$ cat src/rtl/umni_pkg.sv
// ============================================================================
// Module      : umni_pkg
// Description : Shared state encodings and BCD limits for the countdown block
// Revision    : 1.0 - initial release
// ============================================================================
`default_nettype none

package umni_pkg;

    typedef enum logic [1:0] {
        ST_IDLE  = 2'd0,
        ST_RUN   = 2'd1,
        ST_PAUSE = 2'd2,
        ST_ALARM = 2'd3
    } state_t;

    localparam logic [3:0] BCD_DIGIT_MAX = 4'd9;
    localparam logic [3:0] SEC_TENS_MAX  = 4'd5;

    // One BCD digit decremented with borrow-out; wraps 0 to the given max.
    function automatic logic [4:0] bcd_digit_dec(input logic [3:0] dig, input logic [3:0] max);
        if (dig == 4'd0) begin
            return {1'b1, max};
        end
        return {1'b0, dig - 4'd1};
    endfunction

endpackage

`default_nettype wire

$ cat src/rtl/bcd_mmss_dec.sv
// ============================================================================
// Module      : bcd_mmss_dec
// Description : Combinational MM:SS BCD decrement, 00:01/00:00 flags, load check
// Revision    : 1.0 - initial release
// ============================================================================
`default_nettype none

module bcd_mmss_dec
    import umni_pkg::*;
(
    input  logic [7:0] min_i,
    input  logic [7:0] sec_i,
    input  logic [7:0] ld_min_i,
    input  logic [7:0] ld_sec_i,
    output logic [7:0] min_o,
    output logic [7:0] sec_o,
    output logic       is_one_o,
    output logic       is_zero_o,
    output logic       ld_valid_o
);

    logic [4:0] w_sec_ones;
    logic [4:0] w_sec_tens;
    logic [4:0] w_min_ones;
    logic [3:0] w_min_tens;

    always_comb begin
        w_sec_ones = bcd_digit_dec(sec_i[3:0], BCD_DIGIT_MAX);
        w_sec_tens = {1'b0, sec_i[7:4]};
        w_min_ones = {1'b0, min_i[3:0]};
        w_min_tens = min_i[7:4];
        if (w_sec_ones[4]) begin
            w_sec_tens = bcd_digit_dec(sec_i[7:4], SEC_TENS_MAX);
        end
        if (w_sec_tens[4]) begin
            w_min_ones = bcd_digit_dec(min_i[3:0], BCD_DIGIT_MAX);
        end
        if (w_min_ones[4]) begin
            w_min_tens = min_i[7:4] - 4'd1;
        end
    end

    assign is_zero_o = (min_i == 8'h00) && (sec_i == 8'h00);
    assign is_one_o  = (min_i == 8'h00) && (sec_i == 8'h01);

    // Saturate at 00:00 so the count can never wrap.
    assign min_o = is_zero_o ? 8'h00 : {w_min_tens, w_min_ones[3:0]};
    assign sec_o = is_zero_o ? 8'h00 : {w_sec_tens[3:0], w_sec_ones[3:0]};

    assign ld_valid_o = (ld_min_i[7:4] <= BCD_DIGIT_MAX) && (ld_min_i[3:0] <= BCD_DIGIT_MAX) &&
                        (ld_sec_i[7:4] <= SEC_TENS_MAX)  && (ld_sec_i[3:0] <= BCD_DIGIT_MAX);

endmodule

`default_nettype wire

$ cat src/rtl/countdown_mmss.sv
// ============================================================================
// Module      : countdown_mmss
// Description : Loadable BCD MM:SS countdown with start/pause/cancel and alarm
// Revision    : 1.0 - initial release
// ============================================================================
`default_nettype none

module countdown_mmss
    import umni_pkg::*;
#(
    parameter int ALARM_SECS = 3
) (
    input  logic       clk,
    input  logic       reset,
    input  logic       sec_tick,
    input  logic       load,
    input  logic [7:0] load_min,
    input  logic [7:0] load_sec,
    input  logic       start,
    input  logic       pause,
    input  logic       cancel,
    output logic [7:0] min_out,
    output logic [7:0] sec_out,
    output logic [1:0] state_out,
    output logic       running,
    output logic       alarm,
    output logic       done,
    output logic       load_err
);

    localparam int              CNT_W      = $clog2(ALARM_SECS + 1);
    localparam logic [CNT_W-1:0] ALARM_LAST = CNT_W'(ALARM_SECS - 1);

    state_t           state_q;
    logic [7:0]       cnt_min_q;
    logic [7:0]       cnt_sec_q;
    logic [CNT_W-1:0] alarm_cnt_q;
    logic             sec_tick_q;
    logic             running_q;
    logic             alarm_q;
    logic             done_q;
    logic             load_err_q;

    logic             w_tick;
    logic [7:0]       w_dec_min;
    logic [7:0]       w_dec_sec;
    logic             w_is_one;
    logic             w_is_zero;
    logic             w_ld_valid;

    assign w_tick = sec_tick & ~sec_tick_q;

    bcd_mmss_dec u_dec (
        .min_i      (cnt_min_q),
        .sec_i      (cnt_sec_q),
        .ld_min_i   (load_min),
        .ld_sec_i   (load_sec),
        .min_o      (w_dec_min),
        .sec_o      (w_dec_sec),
        .is_one_o   (w_is_one),
        .is_zero_o  (w_is_zero),
        .ld_valid_o (w_ld_valid)
    );

    always_ff @(posedge clk) begin
        if (reset) begin
            state_q     <= ST_IDLE;
            cnt_min_q   <= 8'h00;
            cnt_sec_q   <= 8'h00;
            alarm_cnt_q <= '0;
            sec_tick_q  <= 1'b1;
            running_q   <= 1'b0;
            alarm_q     <= 1'b0;
            done_q      <= 1'b0;
            load_err_q  <= 1'b0;
        end else begin
            sec_tick_q <= sec_tick;
            done_q     <= 1'b0;
            load_err_q <= 1'b0;
            if (cancel) begin
                state_q     <= ST_IDLE;
                running_q   <= 1'b0;
                alarm_q     <= 1'b0;
                cnt_min_q   <= 8'h00;
                cnt_sec_q   <= 8'h00;
                alarm_cnt_q <= '0;
            end else begin
                case (state_q)
                    ST_IDLE: begin
                        // A held pause outranks start and load even though it has no effect here.
                        if (!pause) begin
                            if (start) begin
                                if (!w_is_zero) begin
                                    state_q   <= ST_RUN;
                                    running_q <= 1'b1;
                                end
                            end else if (load) begin
                                if (w_ld_valid) begin
                                    cnt_min_q <= load_min;
                                    cnt_sec_q <= load_sec;
                                end else begin
                                    load_err_q <= 1'b1;
                                end
                            end
                        end
                    end
                    ST_RUN: begin
                        if (w_tick && w_is_one) begin
                            cnt_min_q   <= w_dec_min;
                            cnt_sec_q   <= w_dec_sec;
                            state_q     <= ST_ALARM;
                            running_q   <= 1'b0;
                            alarm_q     <= 1'b1;
                            done_q      <= 1'b1;
                            alarm_cnt_q <= '0;
                        end else begin
                            if (w_tick) begin
                                cnt_min_q <= w_dec_min;
                                cnt_sec_q <= w_dec_sec;
                            end
                            if (pause) begin
                                state_q   <= ST_PAUSE;
                                running_q <= 1'b0;
                            end
                        end
                    end
                    ST_PAUSE: begin
                        if (!pause) begin
                            if (start) begin
                                state_q   <= ST_RUN;
                                running_q <= 1'b1;
                            end else if (load) begin
                                if (w_ld_valid) begin
                                    cnt_min_q <= load_min;
                                    cnt_sec_q <= load_sec;
                                end else begin
                                    load_err_q <= 1'b1;
                                end
                            end
                        end
                    end
                    ST_ALARM: begin
                        if (start) begin
                            state_q     <= ST_IDLE;
                            alarm_q     <= 1'b0;
                            alarm_cnt_q <= '0;
                        end else if (w_tick) begin
                            if (alarm_cnt_q == ALARM_LAST) begin
                                state_q     <= ST_IDLE;
                                alarm_q     <= 1'b0;
                                alarm_cnt_q <= '0;
                            end else begin
                                alarm_cnt_q <= alarm_cnt_q + 1'b1;
                            end
                        end
                    end
                    default: begin
                        state_q   <= ST_IDLE;
                        running_q <= 1'b0;
                        alarm_q   <= 1'b0;
                    end
                endcase
            end
        end
    end

    assign min_out   = cnt_min_q;
    assign sec_out   = cnt_sec_q;
    assign state_out = state_q;
    assign running   = running_q;
    assign alarm     = alarm_q;
    assign done      = done_q;
    assign load_err  = load_err_q;

endmodule

`default_nettype wire

$ cat config.mk
export PLATFORM = sky130hd
export DESIGN_NAME = countdown_mmss
export DESIGN_NICKNAME = d
export VERILOG_FILES = /design/src/rtl/umni_pkg.sv /design/src/rtl/bcd_mmss_dec.sv /design/src/rtl/countdown_mmss.sv
export SDC_FILE = /design/constraint.sdc
export NUM_CORES = 1
export LEC_CHECK = 0
export ABC_CLOCK_PERIOD_IN_PS = 3750
export CAP_MARGIN = 20
export CORE_ASPECT_RATIO = 1.25
export CORE_MARGIN = 10
export CORE_UTILIZATION = 51
export CTS_CLUSTER_SIZE = 28
export DETAILED_ROUTE_END_ITERATION = 8
export GPL_TIMING_DRIVEN = 0
export HOLD_SLACK_MARGIN = 0.03
export PLACE_DENSITY = 0.93
export RECOVER_POWER = 50
export SYNTH_ARGS = -nofsm -noshare
export SYNTH_HDL_FRONTEND = slang
export SYNTH_SLANG_ARGS = --single-unit
$ cat constraint.sdc
create_clock -name clk -period 3.75 [get_ports clk]
set_input_delay 0.75 -clock clk [delete_from_list [all_inputs] [get_ports clk]]
set_output_delay 0.75 -clock clk [all_outputs]
set_load 0.03 [all_outputs]
; ---- After elaboration in Yosys (flattened, before gate mapping)
; Cells that the tools add are included.
[classes]
addsub = 5
multipliers = 0
div = 0
order_cmp = 4
eq_ne = 19
shift = 0
muxes = 61
n_bitwise = 5
n_reduce_logical = 24
[op_table]
columns = operator, count
row1 = $mux W8, 14
row2 = $mux W5, 8
row3 = $pmux W8 S2, 2
row4 = $mux W2, 14
row5 = $mux W1, 18
row6 = $logic_not A8 Y1, 2
row7 = $ne A2 B2 Y1 const B, 8
row8 = $sub A4 B1 Y4 const B, 4
row9 = $le A4 B4 Y1 const B, 3
row10 = $logic_not A4 Y1, 3
row11 = $ne A3 B3 Y1 const B, 4
row12 = $eq A8 B1 Y1 const B, 1
row13 = $pmux W2 S4, 1
row14 = $reduce_and A8 Y1, 1
row15 = $reduce_and A7 Y1, 1
row16 = $eq A2 B2 Y1 const B, 3
row17 = $logic_and A1 B1 Y1, 6
row18 = $reduce_and A6 Y1, 1
row19 = $reduce_or A6 Y1, 1
row20 = $le A4 B3 Y1 const B, 1
row21 = $mux W4, 1
row22 = $ne A2 B1 Y1 const B, 2
row23 = $not A1 Y1, 4
row24 = $pmux W2 S2, 1
row25 = other kinds (12), 14
[totals]
register_bits = 25
latch_bits = 0
ram_bits = 0
rom_bits = 0
in_bits = 23
output_inout_bits = 22
elab_cells = 127
memories = 0

; ---- Logic depth before layout (Yosys ltp)
[logic_depth]
word_depth = 14
mapped_depth = 8
depth_no_buf = 7

; ---- Cells and area by module
; From an unflattened synthesis, not the netlist that was laid out.
[hier_totals]
hier_cells = 203
hier_area_um2 = 1690.4
[by_module_without_submodules]
columns = mod, instances, cells_per_inst, area_per_inst_um2, seq_area_each_um2
row1 = countdown_mmss, 1, 127, 1209.9, 500.5
row2 = bcd_mmss_dec, 1, 76, 480.5, 0.0

; ---- Worst setup path before layout
; OpenSTA, ideal clock, no wires.
[synth_path]
path_kind = flip-flop to flip-flop
start = reg cnt_min_q[0], in the netlist min_out[0]
end = reg alarm_cnt_q[0]
setup_time_ns = 0.116
arrival_ns = 1.972
required_ns = 3.634
path_slack_ns = 1.663
stages_incl_launch_ff = 9
path_buffers = 1
period_less_slack_ns = 2.087
path_cell_list = dfxtp_1 > inv_1 > ha_1 > or3b_1 > buf_6 > nor3_2 > and4_4 > o221ai_2 > a31o_1
[synth_between]
elab_chain_len = 5
[synth_rtl]
columns = item, line_no
row1 = "start, declared", countdown_mmss.sv:35  ; logic [7:0] cnt_min_q;
row2 = "start signal, assigned", countdown_mmss.sv:99  ; cnt_min_q <= load_min;
row3 = "start signal, assigned", countdown_mmss.sv:109  ; cnt_min_q <= w_dec_min;
row4 = "start signal, assigned", countdown_mmss.sv:118  ; cnt_min_q <= w_dec_min;
row5 = $logic_not A8 Y1, bcd_mmss_dec.sv:44  ; assign is_one_o = (min_i == 8'h00) && (sec_i == 8'h01);
row6 = $logic_and A1 B1 Y1, bcd_mmss_dec.sv:44
row7 = $logic_and A1 B1 Y1, countdown_mmss.sv:108  ; if (w_tick && w_is_one) begin
row8 = $ne A2 B2 Y1 (no line), -
row9 = $reduce_and A3 Y1 (no line), -
row10 = "end signal, assigned", countdown_mmss.sv:153  ; alarm_cnt_q <= alarm_cnt_q + 1'b1;
row11 = "end, declared", countdown_mmss.sv:37  ; logic [CNT_W-1:0] alarm_cnt_q;
; No other way between the ends.
; A chain may end at the register's enable or synchronous reset.

; ---- Worst setup path in the final report
[layout_path]
start = in sec_tick
end = reg cnt_min_q[6], in the netlist min_out[6]
[layout_between]
elab_chain_len = 4
word_cells_on_any_way = 6
classes_between = eq/ne (1) / mux (2) / bitwise (1) / reduce/logical (2)
[layout_rtl]
columns = item, line_no
row1 = "start, declared", countdown_mmss.sv:15  ; input logic sec_tick,
row2 = $and A1 B1 Y1 (*), countdown_mmss.sv:51  ; assign w_tick = sec_tick & ~sec_tick_q;
row3 = $logic_and A1 B1 Y1, countdown_mmss.sv:108
row4 = $ne A3 B3 Y1 (no line) or $mux W8 (tied branches), -
row5 = $reduce_and A6 Y1 (no line) or $pmux W8 S2 (tied branches), -
row6 = "end signal, assigned", countdown_mmss.sv:109
row7 = "end signal, assigned", countdown_mmss.sv:118
row8 = "end signal, assigned", countdown_mmss.sv:134  ; cnt_min_q <= load_min;
; Mark *: on every way between the ends. The rest lies on a longest branch, timed or not.

==> impl_metrics.ini <==
[power_and_ir_drop]
pwr-share-seq = 0.530
p_leak_nw = 0.8233
p_int_uw = 378.9
pwr-share-clk = 0.326
comb_power_share = 0.144
powerDensity_mw_per_mm2 = 233.4
peakVddDrop_v = 0.0001712
p_sw_frac = 0.2522
p_switching_uw = 127.8

[routing]
first_pass_iters = 4
drc_errors = 0
drt_wl_total_um = 4991
initialDrtViolationCount = 172
ant_nets = 0
via_per_inst = 6.350
vias = 1797
routedWlPerCell_um = 17.64

[floorplanning]
core.rowCount = 23
die_x_um = 70.88
fp.dieArea_mm2 = 0.005926
ios = 45
dieHeight_um = 83.60
fp.coreArea_mm2 = 0.003166
initial_core_util = 0.5213

[timing]
fin_crit_sh = 0.6516
finClkSkew_ns = 0.005427
slew_headroom = 0.6159
setup_viol = 0
fmax_mhz = 409.2
setup_slack_ns = 1.306
min_period_ns = 2.444
maxSlewViolCount = 0
rsz0062_at_grt = false
worst_slew_pin_slew_ns = 0.5762
hold_viol_final = 0
tns_ns = 0

[critical_path]
crit_fanout = 6
r2r_slack_ns = 1.49
critPathKind = input port to flip-flop
rr_worst_depth = 7
r2r-start = sec_out[0]
critical_path_arrival_ns = 2.60
cp_data_required_time_ns = 3.91
crit_path_end_kind = flip-flop
startpoint_type = input port
reg2reg_to = sec_out[3]

[cells_and_area]
area_growth_pct = 31.54
nets = 278
diodes = 0
drive_gt1_frac = 0.06911
utilization = 0.6858

[global_routing]
overflow = 0
grt_pass1_vias = 1870
grt_max_degree = 14
globalRouteTotalUtil = 0.1668
antenna_found_initial = 0
grt_pass1_wl_um = 8535

[place]
io_buffers = 44
dp_hpwl_um = 3844
routabilityCongestion = 0.9681
dp_slack_ns = 1.046

[worst_hold_path]
hold_path_startpoint = running
hold_end = running
hold_depth = 1
hold_path.class = flip-flop to flip-flop

[clocking]
clock_sinks = 25
ctsLongestPathBuffers = 2
clk_latency_ns = 0.28
hold_buffers = 0
post_cts_buffers = 0
numCtsBuffers = 3
cts_tree = yes
cts_resized = 0
cts-root-buf = clkbuf_8
path_clk_slew_ns = 0.09
h-tree-depth = 1

[synthesis]
synth_ff_type = dfxtp_1
synthesis.area_mm2 = 0.001650
synthCells = 198
synthArstFlopShare = 0
yosysTopAreaCell = dfxtp_1
synth_cell_type_count = 58
synth_edf_count = 0
syn_nets = 229
ys_seq_elements = 25
yosysMostFrequentCell = dfxtp_1
yosys-top-cells-area = dfxtp_1 (30%), ha_1 (6.1%), a21oi_1 (5.2%), a211oi_1 (4.5%), inv_1 (3.4%)
synth_top_area_frac = 0.3033
ys_warn_count = 0
synth.avg_cell_area_um2 = 8.335
synth_common_cells = dfxtp_1 (25), a21oi_1 (17), inv_1 (15)
seq_area_frac_synth = 0.3033

[job]
maxCapViolCount = 0

[run_status]
status = finished, final reports clean
==> worst max-delay path: stages <==
cell,delay [ns]
dlygate4sd3_1,0.57
and4bb_2,0.27
nor2_1,0.34
o31a_1,0.38
mux2i_1,0.23
nor2_1,0.05
==> layer usage <==
metal | track usage | wire [um] | up-vias | share of wire
met5 | 0 | 0 | - | 0
met4 | 0.08818 | 125 | 0 | 0.025
met3 | 0.02024 | 353 | 9 | 0.071
met1 | 0.1868 | 1918 | 847 | 0.38
li1 | - | - | 852 | -
met2 | 0.2936 | 2594 | 89 | 0.52
==> power by group through the flow <==
stage | Clock, mW | Sequential, mW | Combinational, mW
after global placement | 0 | 0.274 | 0.0708
after floorplan | 0 | 0.276 | 0.0325
after detailed placement | 0 | 0.275 | 0.0720
final | 0.165 | 0.268 | 0.0729
after CTS | 0.166 | 0.268 | 0.0728
after global routing | 0.174 | 0.269 | 0.0791
==> per-stage QoR <==
step | instance area [um^2] | power, mW | std cells | hold WS [ns]
detailed placement | 2137 | 0.3466 | 279 | 0.4695
finish | 2171 | 0.5067 | 283 | 0.4812
global route | 2171 | 0.5214 | 283 | 0.4944
global placement | 2137 | 0.3452 | 279 | 0.4671
floorplan | 1650 | 0.3086 | 198 | 0.4729
CTS | 2182 | 0.5067 | 283 | 0.4904
==> registers in the layout (all words and copies together) (netlist names) <==
name / cells
min_out: 8
sec_out: 8
sec_tick_q: 1
alarm_cnt_q: 2
running: 1
done: 1
load_err: 1
state_out: 2
alarm: 1
==> how the worst max path moves through the flow <==
| stage | depth (start not counted) | from | slack [ns] | end |
|---|---|---|---|---|
| 6_report | 6 | sec_tick | 1.31 | min_out[6] |
| 5_1_grt | 6 | sec_tick | 1.21 | min_out[6] |
| 4_1_cts | 6 | start | 1.33 | sec_out[3] |
| 3_5_place_dp | 6 | start | 1.05 | sec_out[3] |
| 3_3_place_gp | 6 | start | 1.07 | sec_out[3] |
| 2_1_floorplan | 8 | min_out[0] | 1.66 | alarm_cnt_q[0] |
==> cell usage in the layout (no fill, tap or decap), types with 2 or more instances in the layout <==
master	n
a211oi_1	10
a21oi_1	17
a22oi_1	2
a31o_1	3
a32o_1	2
and4_1	2
and4bb_2	2
buf_2	2
clkbuf_1	6
clkbuf_8	3
clkdlybuf4s50_1	26
dfxtp_1	25
dlygate4sd3_1	18
ha_1	8
inv_1	15
mux2i_1	2
nand2_1	10
nand4_1	5
nor2_1	13
nor3_1	8
nor3b_1	3
nor4_1	4
o211ai_1	3
o21ai_0	8
o21ai_1	3
o2bb2ai_1	3
o31a_1	2
o31ai_1	6
or2_2	4
or3b_1	2
xnor2_1	2
==> cells by family (layout without fill, tap and decap cells) <==
logic type | after synthesis | after routing | share of synthesized area
AOI/OAI and AO/OA | 70 | 70 | 0.2957
xor gates and xnor gates | 3 | 3 | 0.01592
adders and majority gates | 8 | 8 | 0.06065
buffers and inverters | 24 | 72 | 0.06065
DFF | 25 | 25 | 0.3033
muxes | 2 | 2 | 0.01213
and+or+nand+nor | 66 | 66 | 0.2517
==> final cells by class <==
| type | instances | area (um^2) |
|---|---|---|
| Fill cell | 277 | 994.7 |
| Tap cell | 37 | 46.29 |
| Clock buffer | 4 | 45.04 |
| Timing Repair Buffer | 44 | 440.4 |
| Inverter | 15 | 56.30 |
| Buffer | 9 | 43.79 |
| Multi-Input combinational cell | 149 | 1039 |
| Sequential cell | 25 | 500.5 |
Power figures use the tool's default switching activity.
